[src/rtl/ser_tx_ce.sv]
// Parallel-to-serial transmitter with clock enable: one WIDTH-bit word per valid/ready
// handshake, one bit per enabled clock. Optional even parity bit via SER_TX_PARITY_EN.
module ser_tx_ce #(
  parameter int   WIDTH     = 8,
  parameter logic INIT      = 1'b0,
  parameter int   MSB_FIRST = 1
) (
  input  logic             C,
  input  logic             R,
  input  logic             CE,
  input  logic [WIDTH-1:0] DIN,
  input  logic             DIN_VLD,
  output logic             DIN_RDY,
  output logic             Q,
  output logic             Q_VLD,
  output logic             LAST,
  output logic             BUSY
);

`ifdef SER_TX_PARITY_EN
  localparam int FRAME = WIDTH + 1;
`else
  localparam int FRAME = WIDTH;
`endif
  localparam int CW = $clog2(FRAME + 1);
  localparam logic [CW-1:0] CNT_LAST = CW'(FRAME - 1);
  localparam logic [CW-1:0] CNT_PRE  = CW'(FRAME - 2);

  typedef enum logic {IDLE, SHIFT} state_e;

  // Handshake: a word moves when CE & DIN_VLD & DIN_RDY at a rising edge of C.
  // DIN_RDY depends only on state and R, never on DIN_VLD or DIN.
  state_e           state_q, state_d;
  logic [CW-1:0]    cnt_q, cnt_d;
  logic [WIDTH-1:0] sreg_q, sreg_d;
  logic             q_q, q_d;
  logic             q_vld_q, q_vld_d;
  logic             last_q, last_d;
`ifdef SER_TX_PARITY_EN
  logic             par_q, par_d;
`endif
  logic             end_of_frame;
  logic             accept;

  assign end_of_frame = (state_q == SHIFT) && (cnt_q == CNT_LAST);
  assign DIN_RDY      = !R && ((state_q == IDLE) || end_of_frame);
  assign accept       = CE && DIN_VLD && DIN_RDY;

  always_comb begin
    state_d = state_q;
    cnt_d   = cnt_q;
    sreg_d  = sreg_q;
    q_d     = q_q;
    q_vld_d = q_vld_q;
    last_d  = last_q;
`ifdef SER_TX_PARITY_EN
    par_d   = par_q;
`endif
    if (CE) begin
      if (accept) begin
        // Loading puts the first bit on Q at the same edge.
        state_d = SHIFT;
        cnt_d   = '0;
        sreg_d  = DIN;
        q_d     = (MSB_FIRST != 0) ? DIN[WIDTH-1] : DIN[0];
        q_vld_d = 1'b1;
        last_d  = 1'b0;
`ifdef SER_TX_PARITY_EN
        par_d   = ^DIN;
`endif
      end else if (end_of_frame) begin
        state_d = IDLE;
        cnt_d   = '0;
        q_d     = INIT;
        q_vld_d = 1'b0;
        last_d  = 1'b0;
      end else if (state_q == SHIFT) begin
        cnt_d  = cnt_q + 1'b1;
        last_d = (cnt_q == CNT_PRE);
        if (MSB_FIRST != 0) begin
          sreg_d = {sreg_q[WIDTH-2:0], 1'b0};
          q_d    = sreg_q[WIDTH-2];
        end else begin
          sreg_d = {1'b0, sreg_q[WIDTH-1:1]};
          q_d    = sreg_q[1];
        end
`ifdef SER_TX_PARITY_EN
        if (cnt_q == CW'(WIDTH - 1)) q_d = par_q;
`endif
      end
    end
  end

  always_ff @(posedge C) begin
    if (R) begin
      state_q <= IDLE;
      cnt_q   <= '0;
      sreg_q  <= '0;
      q_q     <= INIT;
      q_vld_q <= 1'b0;
      last_q  <= 1'b0;
`ifdef SER_TX_PARITY_EN
      par_q   <= 1'b0;
`endif
    end else begin
      state_q <= state_d;
      cnt_q   <= cnt_d;
      sreg_q  <= sreg_d;
      q_q     <= q_d;
      q_vld_q <= q_vld_d;
      last_q  <= last_d;
`ifdef SER_TX_PARITY_EN
      par_q   <= par_d;
`endif
    end
  end

  assign Q     = q_q;
  assign Q_VLD = q_vld_q;
  assign LAST  = last_q;
  assign BUSY  = (state_q == SHIFT);

endmodule

[config.mk]
export PLATFORM = sky130hd
export DESIGN_NAME = ser_tx_ce
export DESIGN_NICKNAME = d
export VERILOG_FILES = /design/src/rtl/ser_tx_ce.sv
export SDC_FILE = /design/constraint.sdc
export NUM_CORES = 1
export LEC_CHECK = 0
export CORE_MARGIN = 10
export CORE_UTILIZATION = 51
export CTS_CLUSTER_SIZE = 28
export DETAILED_ROUTE_END_ITERATION = 8
export PLACE_DENSITY = 0.81
export RECOVER_POWER = 100
export SLEW_MARGIN = 20
export SYNTH_ARGS = -nofsm -noshare
export SYNTH_HDL_FRONTEND = slang
export SYNTH_SLANG_ARGS = --single-unit
[constraint.sdc]
create_clock -name C -period 4.7 [get_ports C]
set_input_delay 0.94 -clock C [delete_from_list [all_inputs] [get_ports C]]
set_output_delay 0.94 -clock C [all_outputs]
set_load 0.02 [all_outputs]
* Yosys cells after proc, flatten, opt, wreduce, memory -nomap -nowiden
Index checks and enable logic that the tools add are counted. Widths: inputs -> output; s select.
Word-level totals: register bits 14, bits of input ports 12, output and inout bits 5, word-level logic and storage cells 36
Cells by class: $add $sub $neg 1, eq/ne operators 3, multiplexer cells 14, bitwise operators 1, reductions and logical operators 12
Operators by type and width (count):
- $mux 7 | 3
- $mux 4 | 3
- $eq 4x3->1 const B | 2
- $mux 1 | 8
- $add 4x1->4 const B | 1
- $logic_and 1x1->1 | 4
- $reduce_and 2->1 | 2
- $reduce_bool 2->1 | 2
- $reduce_and 3->1 | 1
- $reduce_bool 3->1 | 1
- $ne 2x1->1 const B | 1
- $logic_not 1->1 | 1
- $logic_or 1x1->1 | 1
- $not 1->1 | 1

* Depth between registers and ports, before layout
word-level depth 7, mapped depth 5, depth with buffers taken out 4

* Worst setup path before layout
No wires, ideal clock.
kind input-to-output, start input R, end output DIN_RDY, data arrival time 1.476 ns, data required time 3.760 ns, slack 2.284 ns, stages on the path 2, path buffers 1, path through clkbuf_1 > a21oi_1
On the way: cells in the longest elaborated chain, start to end 2
RTL lines:
- from (decl) | RTL line 9 | input logic R,
- $logic_not 1->1 | RTL line 46 | assign DIN_RDY = !R && ((state_q == IDLE) || end_of_frame);
- $logic_and 1x1->1 | RTL line 46
- to (decl) | RTL line 13 | output logic DIN_RDY,
Every way passes these cells.

* Final worst setup path
Same ends and word-level chain as after synthesis.

==> out/metrics.yaml <==
outcome:
  outcome: "complete, no violations"
final_layout:
  nNetsFinal: 112
  antenna_cells: 0
  final_core_util_pct: 67.6
  final_layout_size_suffix_gt1_share_pct: 4.17
  area_delta_synth_final_pct: 22.6
critical_path:
  worst-setup-path-type: "input pin to primary output"
  ff2ff_setup_slack_ps: 2700
  startpoint_type: "input pin"
  arrival_ps: 2350
  critPathMaxFanout: 16
  end_kind: "primary output"
  path_cells: "clkdlybuf4s50_1 > buf_4 > a21oi_1 > dlygate4sd3_1"
  crit_required_ps: 3760
  crit_slowest_cell: "dlygate4sd3_1"
  cp_slowest_stage_delay_ps: 690
routing:
  drtAntennaViolNets: 0
  vias: 709
  routed_wl_mm: 1.84
  via_per_inst: 6.39
  met1_length_um: 868
  first_iter_violations: 26
  drc: 0
  wl_met2_um: 837
  wl_per_cell_um: 16.6
  wl_met3_um: 129
  dr.max_layer_used: "met4"
  dr.pass1.iters: 4
sta:
  report.final.hold_viol_count: 0
  max_freq_mhz: 304
  tns_ps: 0
  period_share_pct: 69.9
  fin_crit_ps: 3290
  finalSetupViolations: 0
  fin_ws_ps: 1410
  rsz0062_at_grt: "false"
  tightest_slew_ps: 778
  slew_headroom_pct: 48.0
  slew_violations: 0
  clock_skew_ps: 1.03
grt:
  grt_pass1_wl_mm: 2.96
  grt_pass1_vias: 667
  antenna_found_initial: 0
  grt_usage_pct: 10.6
  grt.overflow.total: 0
  grt_max_degree: 26
clock_network:
  cts.clk_slew.worst_paths_ps: 70
  clockBufferDepth: 2
  cts_tree: "yes"
  clock_latency_ps: 270
  cts.sinks: 14
  numCtsBuffers: 3
  htreeDepth: 1
  clock-root-buffer: "clkbuf_4"
  cts_resized: 0
  cts_hold_buf: 0
  cts_setup_buffers: 0
synth:
  synth_compound_area_share_pct: 28.4
  synthFlopType: "dfxtp_1"
  netlist_area_um2: 736
  postSynthAreaPerCell_um2: 8.76
  synth_xor_area_share_pct: 1.19
  synth_cell_types: 29
  ys_warn_count: 0
  synthSimpleGateAreaFrac_pct: 18.9
  ys_seq_area_share_pct: 38.1
  synth_top_family_by_area: "compound AO/OA/AOI/OAI gates"
  synth-edff-count: 0
  syn-num-nets: 98
  synth-seq-cells: 14
  synth_mux_area_share_pct: 2.72
  async_flop_share_pct: 0
  syn_inst: 84
  synthAdderAreaFrac_pct: 3.40
placed_design:
  dp_slack_ps: 1460
  port_buffers: 16
  dp_hpwl_mm: 1.28
  gp_congestion: 0.771
die:
  core_um2: 1330
  io_pins: 17
  die_area_um2: 3360
  die_h_um: 58.0
  start_util_pct: 55.2
  placementRows: 13
  die_w_um: 58.0
power_and_ir_drop:
  intPower_mw: 0.173
  total_power_mw: 0.233
  comb_power_share_pct: 16.1
  vdd.ir_drop.worst_mv: 0.231
  pwr-share-clk_pct: 27.5
  switching_share_pct: 25.6
  leakage_nw: 0.329
  pwr-share-seq_pct: 56.4
  power.net_switching_mw: 0.0595
  pwr_density_cell_nw_per_um2: 258
flow_run:
  maxCapViolCount: 0
worst_hold_path:
  hold_path_class: "flip-flop to flip-flop"
area by class of cell:
| type | count | area (um2) |
|---|---|---|
| clock buffer | 3 | 22.5 |
| tap | 15 | 18.8 |
| sequential | 14 | 280 |
| timing repair buffer | 17 | 168 |
| inverter | 3 | 11.3 |
| multi-input combinational | 59 | 402 |
| fill | 120 | 432 |
power by group through the flow:
stage	registers (mW)	clock network (mW)	logic, mW
final	0.131	0.0641	0.0375
after global routing	0.132	0.0697	0.0408
after CTS	0.131	0.0656	0.0384
after detailed placement	0.134	0	0.0382
after global placement	0.134	0	0.0374
after floorplan	0.131	0	0.0216
critical path: cells and delay by family:
kind	cells	cell delay (ps)
buf+inv	3	1280
compound gates	1	120
logic make-up (layout without fill, tap and decap cells):
kind of cell,Yosys count,after routing
buffers and inverters,11,23
DFF,14,14
xor gates and xnor gates,1,1
adders and majority gates,2,2
AOI/OAI and AO/OA,31,31
and+or+nand+nor,23,23
muxes,2,2
registers in the layout, summed over array words and instances, names as in the netlist:
register / flops
cnt_q: 4
Q: 1
LAST: 1
sreg_q: 7
Q_VLD: 1
worst paths after layout:
| path | to | startpoint | cells after the start |
|---|---|---|---|
| hold reg to reg | LAST | LAST | 2 |
| setup reg to reg | cnt_q[3] | Q_VLD | 3 |
| setup / recovery | DIN_RDY | R | 4 |
| hold / removal | LAST | LAST | 2 |
metrics by stage:
step           hold slack [ps]  instances  cell area [um2]
3_3_place_gp               461        108              880
2_1_floorplan              450         84              736
4_1_cts                    481        111              902
3_5_place_dp               470        108              880
6_report                   478        111              902
5_1_grt                    497        111              902
routing by layer:
layer / vias up / GRT usage, %
met1: 329 / 12.5
met3: 2 / 5.23
met2: 23 / 16.0
met4: 0 / 4.03
li1: 355 / -
met5: - / 0
placed cells by master, fill, tap and decap left out, drive strengths merged, types with 3 or more instances in the layout:
| cell type | instances |
|---|---|
| nand2 | 3 |
| a21oi | 4 |
| o21ai | 7 |
| a211oi | 6 |
| clkbuf | 3 |
| inv | 3 |
| dfxtp | 14 |
| clkdlybuf4s50 | 10 |
| nand4 | 7 |
| a311oi | 6 |
| a31oi | 3 |
| dlygate4sd3 | 6 |
synthesized netlist by cell type, types with 3 or more instances:
cell,instances,area [um2]
a21oi_1,4,20.0
nand2_1,3,11.3
nand4_1,7,43.8
a31oi_1,3,18.8
inv_1,3,11.3
a211oi_1,6,45.0
clkbuf_1,5,18.8
dfxtp_1,14,280
o21ai_0,7,35.0
a311oi_1,6,52.6
No activity file was read; power rests on OpenSTA's default activity.
